===== src/rtl/fsa_bram_arbiter.sv =====
// fsa_bram_arbiter
// ----------------
// Shares the single read port of the FSA line-result block RAM between the
// stream generator and a host readback path.
// - The stream generator has fixed latency and is never stalled.
// - The stream path is purely combinational, so it adds no latency.
// - Host reads (valid/ready, one request in flight) are slotted into cycles
//   where the stream neither reads nor starts a frame.
// - The host response is picked off the shared read data by a one-hot tag
//   that travels a pipeline matched to the RAM read latency.
//
// Optional feature macro: FSA_BRAM_ARB_STAT_EN
// - Defined: builds saturating 16-bit host grant / blocked-cycle counters.
// - Undefined: stat_grants and stat_blocked are tied to zero.
//
// Ports
//   clk, resetn            clock, asynchronous active-low reset
//   s_sof, s_en, s_addr    stream frame start / read enable / address
//   s_data                 stream read data (br_data pass-through)
//   h_req_valid/ready/addr host request handshake
//   h_rsp_valid/ready/data host response handshake
//   h_starve               sticky: host waited C_STARVE cycles for a slot
//   br_sof, br_en, br_addr block RAM read request
//   br_data                block RAM read data
//   stat_grants            host grant count
//   stat_blocked           host blocked-cycle count
module fsa_bram_arbiter #(
    parameter int BR_AW    = 12,
    parameter int RD_DW    = 27,
    parameter int C_RD_LAT = 3,
    parameter int C_STARVE = 4095
) (
    input  logic             clk,
    input  logic             resetn,
    input  logic             s_sof,
    input  logic             s_en,
    input  logic [BR_AW-1:0] s_addr,
    output logic [RD_DW-1:0] s_data,
    input  logic             h_req_valid,
    input  logic [BR_AW-1:0] h_req_addr,
    output logic             h_req_ready,
    output logic             h_rsp_valid,
    output logic [RD_DW-1:0] h_rsp_data,
    input  logic             h_rsp_ready,
    output logic             h_starve,
    output logic             br_sof,
    output logic             br_en,
    output logic [BR_AW-1:0] br_addr,
    input  logic [RD_DW-1:0] br_data,
    output logic [15:0]      stat_grants,
    output logic [15:0]      stat_blocked
);

    localparam int CW = (C_STARVE < 1) ? 1 : $clog2(C_STARVE + 1);
    localparam logic [CW-1:0] STARVE_MAX = CW'(C_STARVE);
    localparam logic [CW-1:0] STARVE_PRE = CW'(C_STARVE - 1);

    typedef enum logic [1:0] {
        ST_IDLE,
        ST_WAIT,
        ST_FLIGHT,
        ST_RSP
    } state_t;

    state_t              state_reg;
    state_t              state_next;
    logic [BR_AW-1:0]    h_addr_q;
    logic [RD_DW-1:0]    h_rsp_data_reg;
    logic [C_RD_LAT:1]   tag_reg;
    logic [C_RD_LAT:1]   tag_next;
    logic [CW-1:0]       wait_cnt_reg;
    logic                h_starve_reg;
    logic                h_issue;
    logic                h_blocked;
    logic                h_capture;

    // The host only gets a slot when the stream is silent and no frame starts.
    assign h_issue   = (state_reg == ST_WAIT) & ~s_en & ~s_sof;
    assign h_blocked = (state_reg == ST_WAIT) & ~h_issue;
    // Capture is qualified by the tag alone, so later stream reads that share
    // br_data cannot be mistaken for the host response.
    assign h_capture = (state_reg == ST_FLIGHT) & tag_reg[C_RD_LAT];

    assign br_en   = s_en | h_issue;
    assign br_addr = s_en ? s_addr : h_addr_q;
    assign br_sof  = s_sof;
    assign s_data  = br_data;

    assign h_req_ready = (state_reg == ST_IDLE);
    assign h_rsp_valid = (state_reg == ST_RSP);
    assign h_rsp_data  = h_rsp_data_reg;
    assign h_starve    = h_starve_reg;

    // Tag stage gi is high in the gi-th cycle after the issue; stage C_RD_LAT
    // lines up with the RAM data for that read.
    generate
        for (genvar gi = 1; gi <= C_RD_LAT; gi++) begin : g_tag
            if (gi == 1) begin : g_first
                assign tag_next[gi] = h_issue;
            end else begin : g_shift
                assign tag_next[gi] = tag_reg[gi-1];
            end
        end
    endgenerate

    always_comb begin
        state_next = state_reg;
        case (state_reg)
            ST_IDLE:   if (h_req_valid) state_next = ST_WAIT;
            ST_WAIT:   if (h_issue) state_next = ST_FLIGHT;
            ST_FLIGHT: if (tag_reg[C_RD_LAT]) state_next = ST_RSP;
            ST_RSP:    if (h_rsp_ready) state_next = ST_IDLE;
            default:   state_next = ST_IDLE;
        endcase
    end

    always_ff @(posedge clk or negedge resetn) begin
        if (!resetn) begin
            state_reg      <= ST_IDLE;
            h_addr_q       <= '0;
            h_rsp_data_reg <= '0;
            tag_reg        <= '0;
            wait_cnt_reg   <= '0;
            h_starve_reg   <= 1'b0;
        end else begin
            state_reg <= state_next;
            tag_reg   <= tag_next;
            if ((state_reg == ST_IDLE) && h_req_valid) begin
                h_addr_q <= h_req_addr;
            end
            if (h_capture) begin
                h_rsp_data_reg <= br_data;
            end
            if (h_issue) begin
                wait_cnt_reg <= '0;
            end else if (h_blocked && (wait_cnt_reg != STARVE_MAX)) begin
                wait_cnt_reg <= wait_cnt_reg + 1'b1;
            end
            // Flag in the same edge the counter reaches the limit.
            if (h_blocked && (wait_cnt_reg >= STARVE_PRE)) begin
                h_starve_reg <= 1'b1;
            end
        end
    end

`ifdef FSA_BRAM_ARB_STAT_EN
    logic [15:0] grants_reg;
    logic [15:0] blocked_reg;

    always_ff @(posedge clk or negedge resetn) begin
        if (!resetn) begin
            grants_reg  <= '0;
            blocked_reg <= '0;
        end else begin
            if (h_issue && (grants_reg != 16'hFFFF)) begin
                grants_reg <= grants_reg + 16'd1;
            end
            if (h_blocked && (blocked_reg != 16'hFFFF)) begin
                blocked_reg <= blocked_reg + 16'd1;
            end
        end
    end

    assign stat_grants  = grants_reg;
    assign stat_blocked = blocked_reg;
`else
    assign stat_grants  = 16'd0;
    assign stat_blocked = 16'd0;
`endif

endmodule


===== config.mk =====
export PLATFORM = sky130hd
export DESIGN_NAME = fsa_bram_arbiter
export DESIGN_NICKNAME = d
export VERILOG_FILES = /design/src/rtl/fsa_bram_arbiter.sv
export SDC_FILE = /design/constraint.sdc
export NUM_CORES = 1
export LEC_CHECK = 0
export ABC_CLOCK_PERIOD_IN_PS = 2000
export CORE_ASPECT_RATIO = 1.2
export CORE_UTILIZATION = 40
export CTS_CLUSTER_SIZE = 8
export DETAILED_ROUTE_END_ITERATION = 10
export HOLD_SLACK_MARGIN = 0.03
export PLACE_DENSITY = 0.81
export SYNTH_ARGS = -nofsm -noshare
export SYNTH_HDL_FRONTEND = slang
export SYNTH_SLANG_ARGS = --single-unit

===== constraint.sdc =====
create_clock -name clk -period 2 [get_ports clk]
set_clock_uncertainty 0.05 [all_clocks]
set_input_delay 0.5 -clock clk [delete_from_list [all_inputs] [get_ports clk]]
set_output_delay 0.5 -clock clk [all_outputs]
set_load 0.05 [all_outputs]

==> results of run 1 <==
==> final timing paths <==
kind / startpoint / endpoint / slack, ns / depth (start not counted)
max: s_en / br_addr[0] / 0.07 / 4
min: resetn / h_rsp_data[7] / 0.12 / 2
max reg2reg: wait_cnt_reg[0] / wait_cnt_reg[10] / 0.14 / 5
min reg2reg: tag_reg[1] / tag_reg[2] / 0.31 / 0
max in group asynchronous: resetn / h_rsp_data[17] / 1.54 / 2
min in group clk: tag_reg[1] / tag_reg[2] / 0.31 / 0
==> cell usage after synthesis (2+ instances only) <==
cell / number
sky130_fd_sc_hd__buf_4: 61
sky130_fd_sc_hd__dfrtp_1: 57
sky130_fd_sc_hd__mux2_2: 52
sky130_fd_sc_hd__nand2_1: 13
sky130_fd_sc_hd__ha_1: 7
sky130_fd_sc_hd__inv_1: 7
sky130_fd_sc_hd__a21oi_1: 5
sky130_fd_sc_hd__mux2i_1: 5
sky130_fd_sc_hd__nor2_1: 5
sky130_fd_sc_hd__nor3_1: 5
sky130_fd_sc_hd__buf_2: 3
sky130_fd_sc_hd__xnor2_1: 3
sky130_fd_sc_hd__and4_1: 2
sky130_fd_sc_hd__clkbuf_1: 2
sky130_fd_sc_hd__nand2b_1: 2
sky130_fd_sc_hd__nand3_1: 2
sky130_fd_sc_hd__nand4_1: 2
sky130_fd_sc_hd__o2111ai_1: 2
sky130_fd_sc_hd__o21ai_0: 2
==> per-stage QoR <==
step	cells	util [%]	setup TNS, ns	worst slack, ns	hold WS, ns
floorplan	288	-	0	0.100	0.154
global placement	453	60.2	-3.83	-0.235	0.284
detailed placement	453	60.2	-4.45	-0.267	0.297
CTS	472	64.4	0	0.00370	0.120
global route	471	64.3	0	0.0367	0.134
finish	471	64.3	0	0.0681	0.118
==> cell families (layout without fill, tap and decap cells) <==
group	count (synthesis)	in the layout
DFF	57	57
adders and majority gates	7	7
xor gates and xnor gates	3	3
buffers and inverters	74	167
other	1	32
and+or+nand+nor	38	38
muxes	57	57
AOI/OAI and AO/OA	20	20
==> power groups by stage <==
stage | combinational [mW] | sequential, mW | clock [mW]
6_report | 3.70 | 1.93 | 1.17
5_1_grt | 3.88 | 1.99 | 1.24
4_1_cts | 3.73 | 1.92 | 1.19
3_5_place_dp | 3.64 | 1.94 | 0
3_3_place_gp | 3.58 | 1.92 | 0
2_1_floorplan | 1.54 | 2.88 | 0
==> cell type report <==
class,instances,area (um2)
fillers,567,2620
repair buffers,143,1680
flip-flops and latches,57,1430
multi-input cells,157,1240
clock buffers,9,124
well taps,90,113
clock inverters,7,93.8
inverters,8,30.0
==> per-layer routing <==
| metal | track usage (%) | routed length [um] | vias to the layer above |
|---|---|---|---|
| li1 | - | - | 1037 |
| met1 | 17.5 | 2300 | 1081 |
| met2 | 31.8 | 3690 | 113 |
| met3 | 4.69 | 574 | 10 |
| met4 | 6.34 | 116 | 0 |
| met5 | 0 | 0 | - |
==> timing repair <==
item | CTS | global route
gates resized for setup | 15 | 1
gates cloned | 1 | 0
endpoints found under the setup margin | 13 | 1
pin swaps | 0 | 2
endpoints found under the hold margin | 0 | 0
setup buffers | 2 | 0
==> out/metrics.csv, run 1 <==
stage,metric,value,unit
outcome,status,completed,
synthesis,Synth Area in Compound Gates,5.10,%
floorplanning,Die ar.,7950,um2
synthesis,cell types with the largest area share after synthesis,"sky130_fd_sc_hd__dfrtp_1 47%, sky130_fd_sc_hd__mux2_2 19%, sky130_fd_sc_hd__buf_4 15%",
power_and_ir_drop,total internal power,3.75,mW
synthesis,Post-Synthesis Mean Instance Area,11.8,um2
power_and_ir_drop,Seq pwr share,28.4,%
clocking,CTS tree,yes,
hold_path,path class of the lowest-slack min-delay path,in -> async,
clocking,clock latency on the worst-skew pair,0.33,ns
placed_design,dpl cell area,4410,um2
floorplanning,die outline width,81.6,um
power_and_ir_drop,part of the power in combinational logic,54.5,%
cells_and_area,final net count,440,
setup_path,Top Family by Delay on Critical Path,buffers and inverters,
clocking,CTS Buffer Depth,2,
power_and_ir_drop,power per cell area,1450,nW/um2
detailed_routing,total number of vias,2241,
synthesis,netlist area before placement,3040,um2
setup_path,CP Data Required Time,1.45,ns
clocking,CTS Sinks,57,
synthesis,total number of yosys warnings,0,
grt,All-Layer GR Usage,17.1,%
cells_and_area,post-route standard cell area excluding fillers,4700,um2
power_and_ir_drop,switching component of the power,3.05,mW
grt,remaining global-route overflow,0,
flow_run,max-cap viol count,0,
synthesis,"EDFF count, synth",0,
synthesis,post-synthesis sequential element count,57,
sta,fin. max-slew vios,0,
synthesis,part of the Yosys area used for sequential elements,46.9,%
setup_path,Worst Setup Path Type,in -> out,
detailed_routing,iteration count of the initial detailed-routing pass,4,
synthesis,portion of synthesized cell area occupied by the leading cell type,46.9,%
cells_and_area,flip-flop count of the largest register after layout,27,
cells_and_area,"commonest cells after routing, fill and taps aside","57 x sky130_fd_sc_hd__dfrtp_1, 53 x sky130_fd_sc_hd__clkdlybuf4s50_1, 51 x sky130_fd_sc_hd__mux2_2, 47 x sky130_fd_sc_hd__buf_4, 34 x sky130_fd_sc_hd__buf_12",
detailed_routing,number of design rule violations left after detail routing,0,
grt,wire length of the first global-routing pass,10.2,mm
setup_path,Crit Path Max Fanout,6,
floorplanning,core box area,7320,um2
detailed_routing,drt total wl,6.68,mm
sta,post-route fraction of the period consumed by the critical path,96.6,%
floorplanning,cell row count,34,
power_and_ir_drop,maximum vdd ir drop,1.05,mV
power_and_ir_drop,overall power consumption,6.80,mW
power_and_ir_drop,Static Leakage,2.18,nW
clocking,# hold bufs at CTS,0,
sta,final number of hold-violating endpoints,0,
synthesis,number of distinct library cells after synthesis,39,
detailed_routing,post-DR wirelength/cell,14.2,um
placed_design,global placer's final weighted congestion,0.808,
synthesis,Post-Synth Simple-Gate Area,6.42,%
detailed_routing,starting DRC count in detailed routing,56,
clocking,TritonCTS buffer count,9,
synthesis,number of instances in the synthesized netlist,257,
synthesis,top cell type by total area after synthesis,sky130_fd_sc_hd__dfrtp_1,
setup_path,"Buf+Inv Stages, Crit Path",3,
cells_and_area,antenna fix cells,0,
synthesis,share of flip-flops with an asynchronous set or reset,100,%
sta,max frequency,0.518,GHz
floorplanning,DIE HEIGHT,97.5,um
synthesis,"Primary FF master, synth",sky130_fd_sc_hd__dfrtp_1,
setup_path,"Slowest-stage cell, CP",sky130_fd_sc_hd__mux2_2,
synthesis,parity-gate share of the synthesized area counting xor and xnor cells,0.864,%
floorplanning,io pins,160,
setup_path,cell breakdown of the critical path,buf_2 -> bufbuf_16 -> mux2_2 -> buf_8,
placed_design,IO buf count,127,
synthesis,portion of netlist area occupied by mux cells,20.9,%
sta,setup-violating endpoint count in the final report,0,
synthesis,synthesized-area fraction occupied by adder cells,2.88,%
detailed_routing,via/cell ratio,4.76,
cells_and_area,"most common cell after layout, fill and taps aside",sky130_fd_sc_hd__dfrtp_1,
placed_design,Detailed Place HPWL,4.96,mm
grt,largest net degree at the start of global routing,58,
power_and_ir_drop,switching portion of total power,44.8,%
setup_path,worst stage delay on the critical path,0.34,ns
clocking,clock-pin slew of the registers on the worst-case setup and hold paths,0.07,ns
power_and_ir_drop,part of the total power dissipated in the clock network,17.2,%
setup_path,Critical Path Sink Type,output pin,
grt,vias in the first global route,2199,
sta,shortest clock period the worst path allows after layout,1.93,ns
clocking,root buffer cell,sky130_fd_sc_hd__clkbuf_8,
grt,initial antenna violation count,0,
cells_and_area,layout overhead on the synthesized area,54.7,%
clocking,H-tree depth reported by CTS,3,
setup_path,sort of element at the start of the critical path,primary input,
floorplanning,starting utilization of the core area,41.6,%
cells_and_area,layout cell share with drive strength beyond 1,43.0,%
synthesis,dominant combinational cell family by area after synthesis,multiplexers,
detailed_routing,DRT antenna net count,0,
setup_path,"Arr. time, crit path",1.38,ns
sta,unrepaired setup endpoints after global routing,false,
No activity file was read; power rests on OpenSTA's default activity.
==> run 2, diff against run 1 <==
Settings changed: GPL_ROUTABILITY_DRIVEN from default to 0.
==> results of run 2 <==
Final layout, timing and power as in run 1 (identical DEF).
==> run 3, diff against run 2 <==
Settings changed: ABC_AREA from default to 0, MAX_ROUTING_LAYER from default to met4.
==> out/metrics.csv, run 3 (synthesized netlist as in run 1, its figures left out) <==
stage,metric,value,unit
setup_path,Worst Setup Path Type,in -> out,
detailed_routing,total number of vias,2239,
cells_and_area,flip-flop count of the largest register after layout,27,
grt,All-Layer GR Usage,17.6,%
sta,worst hold slack across all endpoints,0.109,ns
setup_path,worst stage delay on the critical path,0.34,ns
setup_path,cell breakdown of the critical path,buf_2 -> bufbuf_16 -> mux2_2 -> buf_8,
floorplanning,starting utilization of the core area,41.6,%
clocking,CTS Buffer Depth,2,
floorplanning,io pins,160,
detailed_routing,drt total wl,6.62,mm
placed_design,IO buf count,127,
cells_and_area,final net count,440,
clocking,CTS tree,yes,
power_and_ir_drop,switching component of the power,3.04,mW
power_and_ir_drop,Seq pwr share,28.4,%
sta,shortest clock period the worst path allows after layout,1.93,ns
placed_design,Detailed Place HPWL,4.96,mm
floorplanning,die outline width,81.6,um
setup_path,"Buf+Inv Stages, Crit Path",3,
floorplanning,core box area,7320,um2
grt,largest net degree at the start of global routing,58,
setup_path,Register-to-Register Path Depth,5,
power_and_ir_drop,maximum vdd ir drop,1.05,mV
detailed_routing,starting DRC count in detailed routing,58,
power_and_ir_drop,switching portion of total power,44.8,%
detailed_routing,iteration count of the initial detailed-routing pass,4,
sta,smallest setup slack after layout,0.0692,ns
cells_and_area,multi-input gate area in the final layout,1240,um2
cells_and_area,"commonest cells after routing, fill and taps aside","57 x sky130_fd_sc_hd__dfrtp_1, 53 x sky130_fd_sc_hd__clkdlybuf4s50_1, 51 x sky130_fd_sc_hd__mux2_2, 47 x sky130_fd_sc_hd__buf_4, 34 x sky130_fd_sc_hd__buf_12",
hold_path,path class of the lowest-slack min-delay path,in -> async,
cells_and_area,layout overhead on the synthesized area,54.7,%
power_and_ir_drop,total internal power,3.75,mW
setup_path,"Slowest-stage cell, CP",sky130_fd_sc_hd__mux2_2,
setup_path,Crit Path Max Fanout,6,
clocking,clock latency on the worst-skew pair,0.33,ns
clocking,root buffer cell,sky130_fd_sc_hd__clkbuf_8,
setup_path,"Arr. time, crit path",1.38,ns
power_and_ir_drop,part of the total power dissipated in the clock network,17.1,%
sta,post-route fraction of the period consumed by the critical path,96.5,%
power_and_ir_drop,part of the power in combinational logic,54.5,%
setup_path,reg-to-reg critical path startpoint,wait_cnt_reg[0],
setup_path,R2R Path End,wait_cnt_reg[10],
cells_and_area,layout cell share with drive strength beyond 1,43.0,%
detailed_routing,via/cell ratio,4.75,
detailed_routing,number of design rule violations left after detail routing,0,
cells_and_area,number of fill cells in the layout,567,
grt,remaining global-route overflow,0,
clocking,# hold bufs at CTS,0,
placed_design,post-placement setup slack,-0.267,ns
grt,wire length of the first global-routing pass,10.2,mm
sta,fin. max-slew vios,0,
setup_path,worst reg2reg setup slack,0.17,ns
setup_path,CP Data Required Time,1.45,ns
floorplanning,cell row count,34,
setup_path,sort of element at the start of the critical path,primary input,
sta,max frequency,0.518,GHz
clocking,CTS Sinks,57,
flow_run,max-cap viol count,0,
clocking,clock-pin slew of the registers on the worst-case setup and hold paths,0.06,ns
floorplanning,Die ar.,7950,um2
cells_and_area,antenna fix cells,0,
detailed_routing,post-DR wirelength/cell,14.1,um
power_and_ir_drop,Static Leakage,2.18,nW
outcome,status,completed,
cells_and_area,"most common cell after layout, fill and taps aside",sky130_fd_sc_hd__dfrtp_1,
sta,final number of hold-violating endpoints,0,
grt,initial antenna violation count,0,
setup_path,Critical Path Sink Type,output pin,
floorplanning,DIE HEIGHT,97.5,um
sta,unrepaired setup endpoints after global routing,false,
clocking,TritonCTS buffer count,9,
grt,vias in the first global route,2196,
sta,final total negative setup slack,0,ns
clocking,H-tree depth reported by CTS,3,
sta,setup-violating endpoint count in the final report,0,
setup_path,Top Family by Delay on Critical Path,buffers and inverters,
detailed_routing,DRT antenna net count,0,
cells_and_area,sequential cell area,1430,um2
power_and_ir_drop,power per cell area,1440,nW/um2
run 3: cell counts in the layout (fill, tap and decap cells not counted):
Identical to the previous run, type by type.
run 3: worst max path at each step:
stage | startpoint | end | slack [ns] | cells after the start
floorplan | state_reg[0] | h_addr_q[0] | 0.10 | 5
global placement | s_en | br_addr[10] | -0.24 | 4
detailed placement | s_en | br_addr[9] | -0.27 | 4
CTS | state_reg[1] | br_en | 0.004 | 5
global route | state_reg[0] | h_req_ready | 0.04 | 3
finish | s_en | br_addr[0] | 0.07 | 4
run 3: area by class of cell:
type / count / share of cell area [%]
Tap cell: 90 / 2.39
Multi-Input combinational cell: 157 / 26.3
Clock buffer: 9 / 2.63
Inverter: 8 / 0.639
Clock inverter: 7 / 2.00
Sequential cell: 57 / 30.3
Timing Repair Buffer: 143 / 35.7
run 3: metal layers:
| metal | vias to the layer above | part of all wire, % | GRT usage (%) |
|---|---|---|---|
| met5 | - | 0 | - |
| met4 | 0 | 1.5 | 5.53 |
| met3 | 9 | 8.8 | 5.16 |
| met2 | 121 | 56 | 31.8 |
| met1 | 1075 | 34 | 17.5 |
| li1 | 1034 | - | - |
run 3: metrics by stage:
stage | std cells | power [mW] | utilization, % | area, um2
final | 471 | 6.79 | 64.3 | 4700
after global routing | 471 | 7.11 | 64.3 | 4700
after CTS | 472 | 6.85 | 64.4 | 4710
after detailed placement | 453 | 5.58 | 60.2 | 4410
after global placement | 453 | 5.50 | 60.2 | 4410
after floorplan | 288 | 4.41 | - | 3160
run 3: power groups by stage:
stage                     clock [mW]  sequential, mW  combinational (mW)
after floorplan                    0            2.88                1.54
after global placement             0            1.92                3.58
after detailed placement           0            1.94                3.64
after CTS                       1.19            1.92                3.73
after global routing            1.24            1.99                3.88
final                           1.16            1.93                3.70
run 3: what timing repair did:
item / 4_1_cts / 5_1_grt
cloned: 1 / 0
setup endpoints to repair: 13 / 1
pin swaps: 0 / 2
buffers inserted: 2 / 0
resized for setup: 15 / 1
endpoints found under the hold margin: 0 / 0
run 3: worst reg2reg max path, cell delays in order (launching register included):
cell and delay [ns]:
sky130_fd_sc_hd__dfrtp_1 0.44, sky130_fd_sc_hd__ha_1 0.25, sky130_fd_sc_hd__nand3_2 0.14, sky130_fd_sc_hd__or2_1 0.28, sky130_fd_sc_hd__or4_1 0.41, sky130_fd_sc_hd__a21oi_1 0.17
